--- src/rtl/alu_pkg.sv ---
// Shared definitions for the 16-bit add/sub unit and the blocks around it.
// Holds the FuncCode encodings and the default operand width. The add/sub unit
// and alu_cmd_queue both import this package so they agree on the encodings.
package alu_pkg;

   // Default operand/result width of the add/sub datapath.
   localparam int unsigned DATA_WIDTH = 16;

   // FuncCode width and encodings. Codes other than these give a zero result.
   localparam int unsigned FUNC_WIDTH = 4;
   localparam logic [FUNC_WIDTH-1:0] FUNC_ADD = 4'b0000;
   localparam logic [FUNC_WIDTH-1:0] FUNC_SUB = 4'b0001;

endpackage : alu_pkg

--- src/rtl/alu_cmd_fifo.sv ---
// Command FIFO for alu_cmd_queue.
// Stores {a, b, func} commands in a power-of-two ring buffer. It also drives the
// head entry to the add/sub unit and reports occupancy.
//
// Ports:
//   clk_i, rst_ni   clock, asynchronous active-low reset
//   in_valid_i      command offered
//   in_ready_o      room available (count < depth); depends on registered count only
//   in_a_i, in_b_i  operands of the offered command
//   in_func_i       FuncCode of the offered command
//   pop_i           head entry consumed this edge (ignored while empty)
//   head_a_o/b_o    head operands, zero while empty
//   head_func_o     head FuncCode, FUNC_ADD (all zero) while empty
//   count_o         number of stored commands
module alu_cmd_fifo
   import alu_pkg::*;
#(
   parameter int unsigned data_width = DATA_WIDTH,
   parameter int unsigned depth      = 4
) (
   input  logic                           clk_i,
   input  logic                           rst_ni,
   input  logic                           in_valid_i,
   output logic                           in_ready_o,
   input  logic [data_width-1:0]          in_a_i,
   input  logic [data_width-1:0]          in_b_i,
   input  logic [FUNC_WIDTH-1:0]          in_func_i,
   input  logic                           pop_i,
   output logic [data_width-1:0]          head_a_o,
   output logic [data_width-1:0]          head_b_o,
   output logic [FUNC_WIDTH-1:0]          head_func_o,
   output logic [$clog2(depth+1)-1:0]     count_o
);

   localparam int unsigned PtrW = $clog2(depth);
   localparam int unsigned CntW = $clog2(depth + 1);

   logic [data_width-1:0] mem_a_q    [depth];
   logic [data_width-1:0] mem_a_d    [depth];
   logic [data_width-1:0] mem_b_q    [depth];
   logic [data_width-1:0] mem_b_d    [depth];
   logic [FUNC_WIDTH-1:0] mem_func_q [depth];
   logic [FUNC_WIDTH-1:0] mem_func_d [depth];

   logic [PtrW-1:0] wr_ptr_q, wr_ptr_d;
   logic [PtrW-1:0] rd_ptr_q, rd_ptr_d;
   logic [CntW-1:0] count_q, count_d;

   logic empty;
   logic push;
   logic pop;

   assign empty      = (count_q == '0);
   assign in_ready_o = (count_q < CntW'(depth));
   // No bypass: a full queue refuses even when a pop frees a slot on the same edge.
   assign push       = in_valid_i & in_ready_o;
   assign pop        = pop_i & ~empty;

   always_comb begin
      mem_a_d    = mem_a_q;
      mem_b_d    = mem_b_q;
      mem_func_d = mem_func_q;
      wr_ptr_d   = wr_ptr_q;
      rd_ptr_d   = rd_ptr_q;
      count_d    = count_q;

      if (push) begin
         mem_a_d[wr_ptr_q]    = in_a_i;
         mem_b_d[wr_ptr_q]    = in_b_i;
         mem_func_d[wr_ptr_q] = in_func_i;
         // depth is a power of two, so the natural pointer rollover is modulo depth.
         wr_ptr_d             = wr_ptr_q + PtrW'(1);
      end

      if (pop) begin
         rd_ptr_d = rd_ptr_q + PtrW'(1);
      end

      case ({push, pop})
         2'b10:   count_d = count_q + CntW'(1);
         2'b01:   count_d = count_q - CntW'(1);
         default: count_d = count_q;
      endcase
   end

   always_ff @(posedge clk_i or negedge rst_ni) begin
      if (!rst_ni) begin
         for (int i = 0; i < int'(depth); i++) begin
            mem_a_q[i]    <= '0;
            mem_b_q[i]    <= '0;
            mem_func_q[i] <= FUNC_ADD;
         end
         wr_ptr_q <= '0;
         rd_ptr_q <= '0;
         count_q  <= '0;
      end else begin
         mem_a_q    <= mem_a_d;
         mem_b_q    <= mem_b_d;
         mem_func_q <= mem_func_d;
         wr_ptr_q   <= wr_ptr_d;
         rd_ptr_q   <= rd_ptr_d;
         count_q    <= count_d;
      end
   end

   // Head is forced to zero while empty so the add/sub unit sees a benign 0 + 0.
   always_comb begin
      head_a_o    = '0;
      head_b_o    = '0;
      head_func_o = FUNC_ADD;
      if (!empty) begin
         head_a_o    = mem_a_q[rd_ptr_q];
         head_b_o    = mem_b_q[rd_ptr_q];
         head_func_o = mem_func_q[rd_ptr_q];
      end
   end

   assign count_o = count_q;

endmodule : alu_cmd_fifo

--- src/rtl/alu_cmd_queue.sv ---
// Command buffer and result-capture stage around the external 16-bit add/sub unit.
// Commands arrive over a valid/ready handshake into alu_cmd_fifo. The head command
// drives the add/sub unit. Its result is registered into a single output slot and
// handed downstream over a second valid/ready handshake. A sticky overflow flag
// records any captured overflow until cleared.
//
// Ports:
//   clk, reset_n         clock, asynchronous active-low reset
//   in_valid/in_ready    command handshake; in_ready = (count < depth)
//   in_a, in_b, in_func  command operands and FuncCode
//   alu_a, alu_b         head operands to the add/sub unit (zero when empty)
//   alu_func             head FuncCode to the add/sub unit (0000 when empty)
//   alu_c, alu_ovf       add/sub unit result and overflow flag
//   out_valid/out_ready  result handshake
//   out_c, out_ovf       registered result and its overflow flag
//   sticky_ovf           set by any captured overflow
//   clear_sticky         synchronous clear of sticky_ovf (a same-edge set wins)
//   count                FIFO occupancy
module alu_cmd_queue
   import alu_pkg::*;
#(
   parameter int unsigned data_width = DATA_WIDTH,
   parameter int unsigned depth      = 4
) (
   input  logic                        clk,
   input  logic                        reset_n,
   input  logic                        in_valid,
   output logic                        in_ready,
   input  logic [data_width-1:0]       in_a,
   input  logic [data_width-1:0]       in_b,
   input  logic [3:0]                  in_func,
   output logic [data_width-1:0]       alu_a,
   output logic [data_width-1:0]       alu_b,
   output logic [3:0]                  alu_func,
   input  logic [data_width-1:0]       alu_c,
   input  logic                        alu_ovf,
   output logic                        out_valid,
   input  logic                        out_ready,
   output logic [data_width-1:0]       out_c,
   output logic                        out_ovf,
   output logic                        sticky_ovf,
   input  logic                        clear_sticky,
   output logic [$clog2(depth+1)-1:0]  count
);

   logic                  out_valid_q, out_valid_d;
   logic [data_width-1:0] out_c_q, out_c_d;
   logic                  out_ovf_q, out_ovf_d;
   logic                  sticky_ovf_q, sticky_ovf_d;

   logic capture;

   alu_cmd_fifo #(
      .data_width (data_width),
      .depth      (depth)
   ) u_fifo (
      .clk_i       (clk),
      .rst_ni      (reset_n),
      .in_valid_i  (in_valid),
      .in_ready_o  (in_ready),
      .in_a_i      (in_a),
      .in_b_i      (in_b),
      .in_func_i   (in_func),
      .pop_i       (capture),
      .head_a_o    (alu_a),
      .head_b_o    (alu_b),
      .head_func_o (alu_func),
      .count_o     (count)
   );

   // The slot takes a new result when it is empty or being drained this edge.
   assign capture = (count != '0) & (~out_valid_q | out_ready);

   always_comb begin
      out_valid_d  = out_valid_q;
      out_c_d      = out_c_q;
      out_ovf_d    = out_ovf_q;
      sticky_ovf_d = sticky_ovf_q;

      if (capture) begin
         out_valid_d = 1'b1;
         out_c_d     = alu_c;
         out_ovf_d   = alu_ovf;
      end else if (out_ready) begin
         // Drain only; the data fields keep their last values.
         out_valid_d = 1'b0;
      end

      if (clear_sticky) begin
         sticky_ovf_d = 1'b0;
      end
      // Evaluated after the clear so a coincident overflow capture wins.
      if (capture && alu_ovf) begin
         sticky_ovf_d = 1'b1;
      end
   end

   always_ff @(posedge clk or negedge reset_n) begin
      if (!reset_n) begin
         out_valid_q  <= 1'b0;
         out_c_q      <= '0;
         out_ovf_q    <= 1'b0;
         sticky_ovf_q <= 1'b0;
      end else begin
         out_valid_q  <= out_valid_d;
         out_c_q      <= out_c_d;
         out_ovf_q    <= out_ovf_d;
         sticky_ovf_q <= sticky_ovf_d;
      end
   end

   assign out_valid  = out_valid_q;
   assign out_c      = out_c_q;
   assign out_ovf    = out_ovf_q;
   assign sticky_ovf = sticky_ovf_q;

endmodule : alu_cmd_queue

--- config.mk ---
export PLATFORM = sky130hd
export DESIGN_NAME = alu_cmd_queue
export DESIGN_NICKNAME = d
export VERILOG_FILES = /design/src/rtl/alu_pkg.sv /design/src/rtl/alu_cmd_fifo.sv /design/src/rtl/alu_cmd_queue.sv
export SDC_FILE = /design/constraint.sdc
export NUM_CORES = 1
export LEC_CHECK = 0
export CAP_MARGIN = 10
export CORE_UTILIZATION = 35
export DETAILED_ROUTE_END_ITERATION = 7
export PLACE_DENSITY = 0.52
export SYNTH_ARGS = -nofsm -noshare
export SYNTH_HDL_FRONTEND = slang
export SYNTH_SLANG_ARGS = --single-unit
--- constraint.sdc ---
create_clock -name clk -period 2.4 [get_ports clk]
set_clock_uncertainty 0.05 [all_clocks]
set_input_delay 0.24 -clock clk [delete_from_list [all_inputs] [get_ports clk]]
set_output_delay 0.24 -clock clk [all_outputs]
set_load 0.1 [all_outputs]
==> results of run 1 <==
==> logic make-up after synthesis <==
family,synth area share (%)
buffers and inverters,3.226
DFF,52.74
and+or+nand+nor,3.955
xor gates and xnor gates,0.6516
AOI/OAI and AO/OA,0.1706
adders and majority gates,1.024
muxes,38.23
==> cell type report <==
cell class	instances	area (um2)	area share, %
timing repair buffer	137	1725	16.15
multi-input combinational	260	3744	35.05
clock inverter	12	117.6	1.101
inverter	8	30.03	0.2811
clock buffer	20	446.7	4.182
sequential	170	4262	39.90
tap	285	356.6	3.338
==> worst paths after layout <==
kind | cells after the start | startpoint | to | slack (ns)
max | 4 | u_fifo.rd_ptr_q[0] | alu_a[3] | 0.05
max reg2reg | 8 | out_valid | u_fifo.count_o[2] | 0.58
min reg2reg | 1 | out_c[5] | out_c[5] | 0.43
min | 2 | reset_n | u_fifo.mem_a_q[5] | 0.28
min in group clk | 2 | alu_c[11] | out_c[11] | 0.35
max in group asynchronous | 3 | reset_n | out_valid | 1.22
==> worst max-delay path: cells and delay by family, from the launching register on <==
kind | cells | cell delay [ns]
AND/OR/NAND/NOR | 1 | 0.18
flip-flops | 1 | 0.45
buffers and inverters | 2 | 0.41
multiplexers | 1 | 0.56
==> what timing repair did <==
item / CTS / global route
hold endpoints to repair: 45 / 0
hold buffers: 1 / 0
resized for setup: 6 / 1
endpoints found under the setup margin: 7 / 27
gates cloned: 0 / 1
==> cell usage after synthesis (all sizes together) (3+ instances only) <==
master / instances
mux4: 36
ha: 5
xnor2: 3
buf: 24
xor2: 3
dfrtp: 170
mux2: 161
nand2: 6
nor2b: 38
clkbuf: 3
inv: 8
==> layer usage <==
layer | vias up | share of wire [%] | global-route usage (%)
met5 | - | 0 | 0
met4 | 0 | 0.72 | 3.286
met3 | 11 | 4.3 | 4.510
met2 | 101 | 48 | 25.37
met1 | 2333 | 47 | 22.13
li1 | 1929 | - | -
==> through the flow <==
step / util (%) / worst slack (ns) / instance area, um2 / instances
finish: 47.18 / 0.05009 / 10680 / 892
global route: 47.18 / -0.03855 / 10680 / 892
CTS: 47.05 / -0.03417 / 10650 / 891
detailed placement: 44.37 / 0.2648 / 10040 / 858
global placement: 44.37 / 0.2743 / 10040 / 858
floorplan: - / -0.2202 / 8224 / 465
==> registers in the layout, indices dropped and copies added (netlist names) <==
name / cells
u_fifo.mem_a_q: 64
u_fifo.mem_b_q: 64
out_c: 16
u_fifo.mem_func_q: 16
u_fifo.count_o: 3
u_fifo.rd_ptr_q: 2
u_fifo.wr_ptr_q: 2
out_ovf: 1
out_valid: 1
sticky_ovf: 1
==> results_dict.tcl, run 1 <==
set metrics [dict create \
    status "finished clean" \
    clkTransAtPathRegs_ns 0.07 \
    area_growth_pct 32.42 \
    cts-buffers-inserted 17 \
    netlist_area_um2 8066 \
    htree_num_levels 4 \
    antenna_left 0 \
    async_flop_share_pct 100.0 \
    crit_fanout 19 \
    antenna_found_initial 1 \
    drv_cap 0 \
    vias_per_cell 4.904 \
    worstSetupEndpointType "output port" \
    rows 55 \
    wl_per_cell_um 20.05 \
    fp.dieW_um 153.8 \
    setup_tns_ns 0 \
    rsz0062_at_grt "yes" \
    worst_ep_required_time_ns 2.11 \
    worst_pin_slew_ns 0.5091 \
    grt.total_usage_pct 16.08 \
    ys_seq_area_share_pct 52.74 \
    crit_type "reg -> out" \
    slowest_delay_ns 0.56 \
    routed_wl_um 17890 \
    remaining_drc_errors 0 \
    grt_pass1_vias 5037 \
    synth_top_cell_by_area "dfrtp_1" \
    coreArea_um2 22640 \
    slew_headroom_pct 66.06 \
    vias 4374 \
    synth.avg_cell_area_um2 17.35 \
    ys_types 24 \
    clk_path_buf_depth 2 \
    ys.flop_type "dfrtp_1" \
    path_cells "buf_16 -> mux4_2 -> nor2b_1 -> buf_12" \
    layout.nets 658 \
    synth_edf_count 0 \
    cts_setup_buffers 0 \
    yosys_warnings 0 \
    clockRootBuffer "clkbuf_16" \
    clkSinkCount 170 \
    hold_viol 0 \
    initial_core_util_pct 35.63 \
    gr-total-overflow 0 \
    ys_top_cells_by_area "dfrtp_1 (53%), mux2_4 (22%), mux4_2 (10%), mux2_1 (5.7%), nor2b_1 (2.9%)" \
    grt_max_degree 57 \
    final_common_cell "dfrtp_1" \
    port_buffers 116 \
    synthCells 465 \
    grt_pass1_wl_um 29100 \
    finalSetupViolations 0 \
    synth_nets 529 \
    ios 117 \
    hold_path.class "in -> async" \
    gp_congestion 0.7057 \
    synth-seq-cells 170 \
    first_pass_iters 4 \
    finalCritPeriodShare_pct 97.91 \
    fin_crit_ns 2.350 \
    slew_violations 0 \
    cts_tree "yes" \
    drt_first_iter_violations 148 \
    cp_slowest_cell "mux4_2" \
    fill_cells 1916 \
    die_h_um 153.8 \
    mostFrequentLayoutCells "dfrtp_1 (164), mux2_4 (120), clkdlybuf4s50_1 (56)" \
    whs_ns 0.2846 \
    cp.arrival_ns 2.06 \
    synth_top_cell_area_share_pct 52.74 \
    clkLatencyLatePin_ns 0.43 \
    antenna_cells 0 \
    layout-drive-gt1-share_pct 50.74 \
    die_area_um2 23660 \
    dp_hpwl_um 11050 \
    max_freq_mhz 425.5 \
    start_kind "flop" \
]
Power of run 1 is left out: the tool's default activity adds up to more than one toggle a clock period on the data nets, which glitch-free logic cannot reach.
==> inputs of run 2 (changes only) <==
Settings changed: CORE_ASPECT_RATIO set to 1.25, SETUP_SLACK_MARGIN set to 0.4.
==> run 2 against run 1 <==
Compared with the run above: via count increased by 0.37%; worst hold slack improved by 0.056 ns; sequential share of layout area decreased by 1.0 points; count of clock-buffer cells in the layout decreased by 3; final cell count increased by 0.56%; cell area increased by 2.9%; critical path depth increased by 1; register-to-register slack got worse by 0.06 ns; worst setup slack improved by 0.070 ns; core utilization increased by 1.8 points; highest routed layer is now met5.
==> results_dict.tcl, run 2 (same netlist as run 1, synthesis figures left out) <==
set metrics [dict create \
    grt.total_usage_pct 16.22 \
    remaining_drc_errors 0 \
    hold_path.class "in -> async" \
    die_h_um 171.7 \
    port_buffers 116 \
    antenna_cells 0 \
    drt_first_iter_violations 200 \
    vias_per_cell 4.894 \
    start_kind "flop" \
    slew_violations 0 \
    clkLatencyLatePin_ns 0.42 \
    fin_crit_ns 2.280 \
    antenna_found_initial 1 \
    clkSinkCount 170 \
    crit_fanout 5 \
    top_regs "u_fifo.mem_a_q: 64 flops, u_fifo.mem_b_q: 64 flops" \
    ios 117 \
    r2r_start "out_valid" \
    regArea_um2 4272 \
    stdcell_area_um2 10990 \
    final_common_cell "dfrtp_1" \
    finalSetupViolations 0 \
    dp_slack_ns 0.2340 \
    die_area_um2 23660 \
    first_pass_iters 4 \
    wl_per_cell_um 20.03 \
    setup_ws_ns 0.1204 \
    cts-buffers-inserted 17 \
    status "finished clean" \
    hold_viol 0 \
    dp_hpwl_um 11060 \
    gp_congestion 0.7402 \
    mostFrequentLayoutCells "dfrtp_1 (164), mux2_4 (120), clkdlybuf4s50_1 (56)" \
    clkTransAtPathRegs_ns 0.07 \
    slew_headroom_pct 58.11 \
    layout-drive-gt1-share_pct 53.26 \
    worstSetupEndpointType "output port" \
    multi_input_area_um2 3814 \
    clk_path_buf_depth 2 \
    fp.dieW_um 137.8 \
    cts_tree "yes" \
    max_freq_mhz 438.7 \
    rows 61 \
    crit_type "reg -> out" \
    initial_core_util_pct 35.95 \
    gr-total-overflow 0 \
    startpoint "u_fifo.rd_ptr_q[0]" \
    clockRootBuffer "clkbuf_16" \
    placed_area_um2 10220 \
    htree_num_levels 4 \
    fill_cells 1923 \
    reg2reg_slack_ns 0.52 \
    coreArea_um2 22440 \
    rsz0062_at_grt "yes" \
    grt_max_degree 63 \
    dp.cells 854 \
    grt_pass1_vias 4917 \
    worst_pin_slew_ns 0.6283 \
    worst_ep_required_time_ns 2.11 \
    finalCritPeriodShare_pct 94.98 \
    finalNonFillerCells 897 \
    cp.arrival_ns 1.99 \
    setup_tns_ns 0 \
    vias 4390 \
    layout.nets 665 \
    antenna_left 0 \
    grt_pass1_wl_um 28260 \
    routed_wl_um 17970 \
    area_growth_pct 36.30 \
    drv_cap 0 \
]
run 2: layout make-up:
cell class / instances / share of cell area (%)
flip-flops and latches: 170 / 38.85
multi-input cells: 260 / 34.69
repair buffers: 144 / 17.67
clock buffers: 17 / 3.869
well taps: 283 / 3.221
clock inverters: 15 / 1.423
inverters: 8 / 0.2731
run 2: path summary, 6_finish.rpt:
kind | to | cells after the start
worst max register to register | u_fifo.count_o[2] | 8
worst min register to register | u_fifo.mem_b_q[23] | 1
worst max-delay path | alu_a[1] | 5
min in group clk | out_c[15] | 2
max in group asynchronous | u_fifo.mem_a_q[31] | 3
worst min-delay path | u_fifo.mem_a_q[38] | 2
run 2: repair_timing:
action | 4_1_cts | 5_1_grt
hold endpoints to repair | 60 | 0
gates resized for setup | 0 | 7
hold buffers | 1 | 0
gates cloned | 0 | 5
buffers inserted | 0 | 5
endpoints found under the setup margin | 36 | 94
run 2: per-stage QoR:
step	hold slack [ns]	utilization (%)
final	0.3406	49.00
after global placement	0.2276	45.57
after global routing	0.3366	49.00
after detailed placement	0.2392	45.57
after CTS	0.3338	48.20
after floorplan	-0.1056	-
run 2: routing by layer:
layer  vias up  part of all wire (%)  global-route usage (%)
li1       1942                     -                       -
met1      2346                    47                   22.36
met2        85                    48                   25.26
met3        15                   4.1                   3.831
met4         2                   1.1                   4.820
met5         -                 0.095                       0
run 2: worst max-delay path: stages, from the launching register on:
cell and delay, ns:
dfrtp_2 0.42, buf_4 0.16, clkbuf_16 0.16, mux4_2 0.50
nor2b_4 0.15, buf_12 0.17
Power of run 2 is left out for the same reason.
